--- config.mk ---
export PLATFORM = sky130hd
export DESIGN_NAME = irrigation_cycle_timer
export DESIGN_NICKNAME = d
export VERILOG_FILES = /design/src/rtl/irrigation_pkg.sv /design/src/rtl/bcd_digit_down.sv /design/src/rtl/irrigation_cycle_timer.sv
export SDC_FILE = /design/constraint.sdc
export NUM_CORES = 1
export LEC_CHECK = 0
export BUFFER_PORTS_ARGS = -buffer_cell sky130_fd_sc_hd__buf_2
export CAP_MARGIN = 20
export CORE_MARGIN = 5
export CORE_UTILIZATION = 28
export CTS_CLUSTER_SIZE = 40
export DETAILED_ROUTE_END_ITERATION = 16
export PLACE_DENSITY = 0.52
export SKIP_CTS_REPAIR_TIMING = 1
export SYNTH_ARGS = -nofsm -noshare
export SYNTH_HDL_FRONTEND = slang
export SYNTH_HIERARCHICAL = 1
export SYNTH_SLANG_ARGS = --single-unit
--- constraint.sdc ---
create_clock -name clk -period 5.8 [get_ports clk]
set_clock_uncertainty 0.15 [all_clocks]
set_input_delay 0.87 -clock clk [delete_from_list [all_inputs] [get_ports clk]]
set_output_delay 0.87 -clock clk [all_outputs]
set_load 0.02 [all_outputs]
--- src/rtl/irrigation_pkg.sv ---
// Shared types for the irrigation cycle timer: FSM states, fault codes and the
// elaboration-time decimal-to-BCD helper used to build the load constants.
package irrigation_pkg;

    typedef enum logic [2:0] {
        IDLE  = 3'd0,
        LOAD  = 3'd1,
        RUN   = 3'd2,
        PAUSE = 3'd3,
        DONE  = 3'd4,
        FAULT = 3'd5
    } stateT;

    localparam logic [1:0] FAULT_NONE   = 2'd0;
    localparam logic [1:0] FAULT_SENSOR = 2'd1;
    localparam logic [1:0] FAULT_EMPTY  = 2'd2;
    localparam logic [1:0] FAULT_MODE   = 2'd3;

    localparam int MAX_DIGITS = 4;

    // Digits beyond ndig are left at zero; the caller truncates to its own width.
    function automatic logic [4*MAX_DIGITS-1:0] dec_to_bcd(input int value, input int ndig);
        logic [4*MAX_DIGITS-1:0] res;
        int v;
        res = '0;
        v   = value;
        for (int i = 0; i < MAX_DIGITS; i++) begin
            if (i < ndig) res[4*i +: 4] = 4'(v % 10);
            v = v / 10;
        end
        return res;
    endfunction

endpackage

--- src/rtl/bcd_digit_down.sv ---
// One BCD down-counting digit. Clear beats load beats decrement; a decrement only
// happens when the lower digits borrow, and a zero digit wraps to 9.
module bcd_digit_down
    import irrigation_pkg::*;
(
    input  logic       clk,
    input  logic       rst_n,
    input  logic       clear,
    input  logic       load,
    input  logic [3:0] loadVal,
    input  logic       dec_en,
    input  logic       borrow_in,
    output logic [3:0] digit,
    output logic       borrow_out,
    output logic       is_zero
);

    logic [3:0] digitNext;

    always_comb begin
        digitNext = digit;
        if (clear)                     digitNext = 4'd0;
        else if (load)                 digitNext = loadVal;
        else if (dec_en && borrow_in)  digitNext = is_zero ? 4'd9 : digit - 4'd1;
    end

    always_ff @(posedge clk or negedge rst_n) begin
        if (!rst_n) digit <= 4'd0;
        else        digit <= digitNext;
    end

    assign is_zero    = (digit == 4'd0);
    assign borrow_out = borrow_in & is_zero;

endmodule

--- src/rtl/irrigation_cycle_timer.sv ---
// Irrigation cycle FSM with an N-digit BCD countdown driving the valve and display.
// Optional build macro LEADING_ZERO_BLANK_EN enables leading-zero blanking of the display.
module irrigation_cycle_timer
    import irrigation_pkg::*;
#(
    parameter int NUM_DIGITS    = 2,
    parameter int DUR_SPRINKLER = 15,
    parameter int DUR_DRIP      = 30
)(
    input  logic                    clk,
    input  logic                    rst_n,
    input  logic                    tick,
    input  logic                    level_h,
    input  logic                    level_m,
    input  logic                    level_l,
    input  logic                    mode_spr,
    input  logic                    mode_drip,
    input  logic                    start,
    input  logic                    abort,
    output logic [4*NUM_DIGITS-1:0] digits,
    output logic                    valve_open,
    output logic                    done,
    output logic [1:0]              fault,
    output logic [NUM_DIGITS-1:0]   blank_mask,
    output logic [2:0]              stateDbg
);

    localparam int W = 4 * NUM_DIGITS;
    localparam int SPR_HALF_TICKS  = (DUR_SPRINKLER / 2 > 0) ? DUR_SPRINKLER / 2 : 1;
    localparam int DRIP_HALF_TICKS = (DUR_DRIP / 2 > 0) ? DUR_DRIP / 2 : 1;
    localparam logic [W-1:0] SPR_FULL  = W'(dec_to_bcd(DUR_SPRINKLER, NUM_DIGITS));
    localparam logic [W-1:0] SPR_HALF  = W'(dec_to_bcd(SPR_HALF_TICKS, NUM_DIGITS));
    localparam logic [W-1:0] DRIP_FULL = W'(dec_to_bcd(DUR_DRIP, NUM_DIGITS));
    localparam logic [W-1:0] DRIP_HALF = W'(dec_to_bcd(DRIP_HALF_TICKS, NUM_DIGITS));

    stateT      stateQ, stateNext;
    logic [1:0] faultQ, faultNext;
    logic       modeDripQ;
    logic       armedQ;
    logic       sensorBad, tankEmpty, lowOnly;
    logic       loadEn, clearEn, decEn, lastTick, allZero;
    logic [W-1:0] loadVal;
    logic [NUM_DIGITS-1:0] borrowIn, borrowOut, isZero;

    assign sensorBad = (level_h & ~level_m) | (level_m & ~level_l);
    assign tankEmpty = ~level_l;
    assign lowOnly   = level_l & ~level_m;

    // Abort wins over every sensor and tick condition in the same cycle.
    assign clearEn = abort && ((stateQ inside {LOAD, RUN, PAUSE, DONE}) || (stateQ == FAULT && !start));
    assign loadEn  = (stateQ == LOAD) && !abort && !sensorBad && !tankEmpty;
    assign decEn   = (stateQ == RUN) && tick && !abort && !sensorBad && !tankEmpty && !allZero;
    assign allZero  = borrowOut[NUM_DIGITS-1];
    assign lastTick = (digits[3:0] == 4'd1) && (&(isZero | NUM_DIGITS'(1)));

    always_comb begin
        if (modeDripQ) loadVal = lowOnly ? DRIP_HALF : DRIP_FULL;
        else           loadVal = lowOnly ? SPR_HALF : SPR_FULL;
    end

    for (genvar g = 0; g < NUM_DIGITS; g++) begin : gDigit
        if (g == 0) begin : gLsd
            assign borrowIn[g] = 1'b1;
        end else begin : gUpper
            assign borrowIn[g] = borrowOut[g-1];
        end
        bcd_digit_down uDigit (
            .clk        (clk),
            .rst_n      (rst_n),
            .clear      (clearEn),
            .load       (loadEn),
            .loadVal    (loadVal[4*g +: 4]),
            .dec_en     (decEn),
            .borrow_in  (borrowIn[g]),
            .digit      (digits[4*g +: 4]),
            .borrow_out (borrowOut[g]),
            .is_zero    (isZero[g])
        );
    end

    always_ff @(posedge clk or negedge rst_n) begin
        if (!rst_n) begin
            stateQ    <= IDLE;
            faultQ    <= FAULT_NONE;
            modeDripQ <= 1'b0;
            armedQ    <= 1'b1;
        end else begin
            stateQ <= stateNext;
            faultQ <= faultNext;
            if (stateQ == IDLE && stateNext == LOAD) modeDripQ <= mode_drip;
            // After an abort a still-held start must drop once before it counts again.
            if (abort && (stateQ inside {LOAD, RUN, PAUSE, DONE})) armedQ <= 1'b0;
            else if (!start)                                       armedQ <= 1'b1;
        end
    end

    always_comb begin
        stateNext = stateQ;
        faultNext = faultQ;
        unique case (stateQ)
            IDLE: begin
                if (start && armedQ) begin
                    if (mode_spr && mode_drip) begin
                        stateNext = FAULT;
                        faultNext = FAULT_MODE;
                    end else if (mode_spr || mode_drip) begin
                        stateNext = LOAD;
                    end
                end
            end
            LOAD: begin
                if (abort)          stateNext = IDLE;
                else if (sensorBad) begin stateNext = FAULT; faultNext = FAULT_SENSOR; end
                else if (tankEmpty) begin stateNext = FAULT; faultNext = FAULT_EMPTY; end
                else                stateNext = RUN;
            end
            RUN: begin
                if (abort)                   stateNext = IDLE;
                else if (sensorBad)          begin stateNext = FAULT; faultNext = FAULT_SENSOR; end
                else if (tankEmpty)          stateNext = PAUSE;
                else if (decEn && lastTick)  stateNext = DONE;
            end
            PAUSE: begin
                if (abort)                        stateNext = IDLE;
                else if (level_l && !sensorBad)   stateNext = RUN;
            end
            DONE: begin
                if (abort || !start) stateNext = IDLE;
            end
            FAULT: begin
                if (abort && !start) begin
                    stateNext = IDLE;
                    faultNext = FAULT_NONE;
                end
            end
            default: stateNext = IDLE;
        endcase
    end

    always_comb begin
        valve_open = (stateQ == RUN);
        done       = (stateQ == DONE);
        fault      = faultQ;
        stateDbg   = stateQ;
    end

`ifdef LEADING_ZERO_BLANK_EN
    logic [NUM_DIGITS-1:0] zeroAfter, maskNext;
    logic                  upperZero;

    // Predict which digits will be zero after this edge so the mask lands with the digits.
    always_comb begin
        zeroAfter = '0;
        maskNext  = '0;
        upperZero = 1'b1;
        for (int i = 0; i < NUM_DIGITS; i++) begin
            if (clearEn)                      zeroAfter[i] = 1'b1;
            else if (loadEn)                  zeroAfter[i] = (loadVal[4*i +: 4] == 4'd0);
            else if (decEn && borrowIn[i])    zeroAfter[i] = (digits[4*i +: 4] == 4'd1);
            else                              zeroAfter[i] = isZero[i];
        end
        for (int i = NUM_DIGITS - 1; i >= 1; i--) begin
            upperZero   = upperZero & zeroAfter[i];
            maskNext[i] = upperZero;
        end
    end

    always_ff @(posedge clk or negedge rst_n) begin
        if (!rst_n) blank_mask <= '0;
        else        blank_mask <= maskNext;
    end
`else
    assign blank_mask = '0;
`endif

endmodule

==> results.md <==
- Status: complete, no violations
- Post-DP HPWL: about 2200 um
- Die footprint: roughly 0.0054 mm2
- Port Buf Inserts: 24
- Clk root buf: clkbuf_8
- CTS tree: built
- DRC viols: 0
- CP Class: input pin to register
- Ys flop type: dfrtp_1
- FMAX: ~0.36 GHz
- VDD IR-drop max: ~0.19 mV
- Area Overhead vs Synth: 17.8%
- Cts bufs inserted: 3
- Drt wl/cell: about 14 um
- Pins Over Slew Limit: 0
- Worst skew pair latency: 0.25 ns
- Hold Crit Class: register to register
- Largest net degree at the start of global routing: 17
- Total power: 0.000656 W
- Via Count: roughly 1100
- Total Routing Usage GR: 0.111
- Initial antenna violation count: 0
- Final Wtd Congestion: 0.787
- Synthesized instance count: 135
- Vias/cell: 4.99
- Fin Setup TNS: 0 ns
- Sequential fraction of the synthesis area: 0.331
- Pwr Density: about 490 mW/mm2
- Leak Pwr: roughly 0.63 nW
- CP arrival: about 2.8 ns
- CP startpoint kind: input pin
- Mapped Area: around 0.0011 mm2
- Critical path peak fanout: 5
- RSZ-0062 raised after global routing: no
- Core area: around 0.0040 mm2
- # rows: 23
- FF+latch count, synth: 15
- Initial Util: 0.286
- Max transition margin: 0.539
- Die width: between 70 and 80 um
- First-pass DRT Iterations: 4
- Clock Sink Count: 15
- IO Count: 27
- Longest Clk Path Bufs: 2
- Final hold vios: 0
- Slew @ Worst Pin: around 0.68 ns
- Nets: about 170
- Period utilization: 0.479
- CP top delay family: simple AND/OR/NAND/NOR gates
- Crit path buf inv count: 2
- Synthesized area per cell: roughly 8.4 um2
- Max stage delay on crit path: approximately 0.60 ns
- Max-cap check violation count: 0
- Warning count from the yosys run: 6
- Ys async rst share: 1.00
- Critical path, cell by cell: buf_2 > inv_2 > mux2i_1 > nand2_1 > nor4_1 > and4bb_4 > a21boi_0 > o31a_1
- First-pass GRT wire length: between 4000 and 5000 um
- Initial DRC count: a little under 70
- Minimum clock period: 2.78 ns
- Total Wirelength: between 2000 and 3000 um
- Number of library cell types mapped by synthesis: 50
- CTS clk-pin slew, worst paths: 0.07 ns
- Req. time, crit path: ~5.8 ns
- Antenna Violating Nets Remaining: 0
- Vias in the first global route: slightly above 1000
- Slowest CP cell: nor4_1
- Finish-stage setup viols: 0
- CTS H-tree lvls: 1
- # diodes: 0
- Gr ovfl total: 0
- Layout cells sized above 1: 0.236
- Die Ht: 73.7 um
- Crit. End Element: register
- Number of enable flip-flop cells after synthesis: 0
registers in the layout, indices dropped and copies added, names as in the netlist:
signal               cells
gDigit.uDigit/digit      8
stateDbg                 3
fault                    2
armedQ                   1
modeDripQ                1
cells in the final DEF, fill, tap and decap left out, types with 3 or more instances in the layout:
cell      instances
buf_2            24
inv_1            16
dfrtp_1          14
a21oi_1          12
conb_1            8
nand2_1           7
o21ai_0           6
nor3_1            5
o21a_1            5
nor2_1            4
and2_1            4
o21ai_1           4
or2_1             3
and3_1            3
clkbuf_8          3
routing by layer:
layer  wire length [um]  track usage  up-vias
met3                209       0.0397        2
met5                  0            0        -
li1                   -            -      519
met1               1220        0.129      503
met2               1420        0.192       28
met4                 14       0.0282        0
Yosys cell counts, types with 2 or more instances:
| master | instances | area share |
|---|---|---|
| o21a_1 | 5 | 0.033 |
| xnor2_1 | 2 | 0.015 |
| inv_1 | 16 | 0.053 |
| and2_1 | 4 | 0.022 |
| nand2_1 | 7 | 0.023 |
| inv_2 | 2 | 0.0066 |
| nor2_1 | 4 | 0.013 |
| a221oi_2 | 2 | 0.026 |
| a21boi_0 | 2 | 0.013 |
| and3_1 | 3 | 0.017 |
| o21ai_1 | 4 | 0.018 |
| and4bb_4 | 2 | 0.029 |
| nor3b_1 | 2 | 0.013 |
| o21bai_1 | 2 | 0.013 |
| o31a_1 | 2 | 0.015 |
| a21oi_1 | 12 | 0.053 |
| o21ai_0 | 6 | 0.026 |
| buf_4 | 2 | 0.013 |
| nor3_1 | 5 | 0.022 |
| dfrtp_1 | 14 | 0.31 |
| or2_1 | 3 | 0.017 |
| nor4_1 | 2 | 0.011 |
| conb_1 | 2 | 0.0066 |
| clkbuf_1 | 3 | 0.0099 |
| mux2i_1 | 2 | 0.018 |
per-stage QoR:
step                hold WS [ns]  setup WS [ns]  area, um2  utilization  cells
finish                     0.345           3.02       1340        0.337    211
floorplan                  0.310           3.21       1160            -    141
global placement           0.322           2.89       1290        0.326    207
detailed placement         0.339           2.76       1290        0.326    207
CTS                        0.352           3.02       1340        0.337    211
global route               0.379           2.81       1340        0.337    211
final cells by class:
class,count,area [um2]
multi-input cells,100,668
clock buffers,4,45.0
fillers,434,2630
repair buffers,24,120
inverters,18,67.6
flip-flops and latches,15,377
well taps,50,62.6
worst paths after layout:
check	cells after the start	start	to	slack (ns)
max	8	level_m	gDigit[1].uDigit/digit[3]	3.02
min	2	armedQ	armedQ	0.34
min reg2reg	2	armedQ	armedQ	0.34
max in group asynchronous	1	rst_n	armedQ	4.81
max reg2reg	9	gDigit[0].uDigit/digit[3]	gDigit[1].uDigit/digit[3]	3.20
min in group asynchronous	1	rst_n	modeDripQ	0.38
cell families after synthesis:
kind of cell              after synthesis  synth area share
xor gates and xnor gates                3            0.0231
DFF                                    15             0.331
buffers and inverters                  26             0.101
and+or+nand+nor                        42             0.233
muxes                                   4            0.0407
other                                   2           0.00660
AOI/OAI and AO/OA                      43             0.264
power by group:
| group | internal, W | switching, W |
|---|---|---|
| registers | 0.000151 | 0.0000649 |
| clock network | 0.0000487 | 0.0000395 |
| logic | 0.000155 | 0.000197 |
tightest hold or removal path, cell delays in order (launching register included):
cell     delay (ns)
dfstp_2        0.39
inv_1          0.05
a32oi_1        0.05
Power figures use the tool's default switching activity.
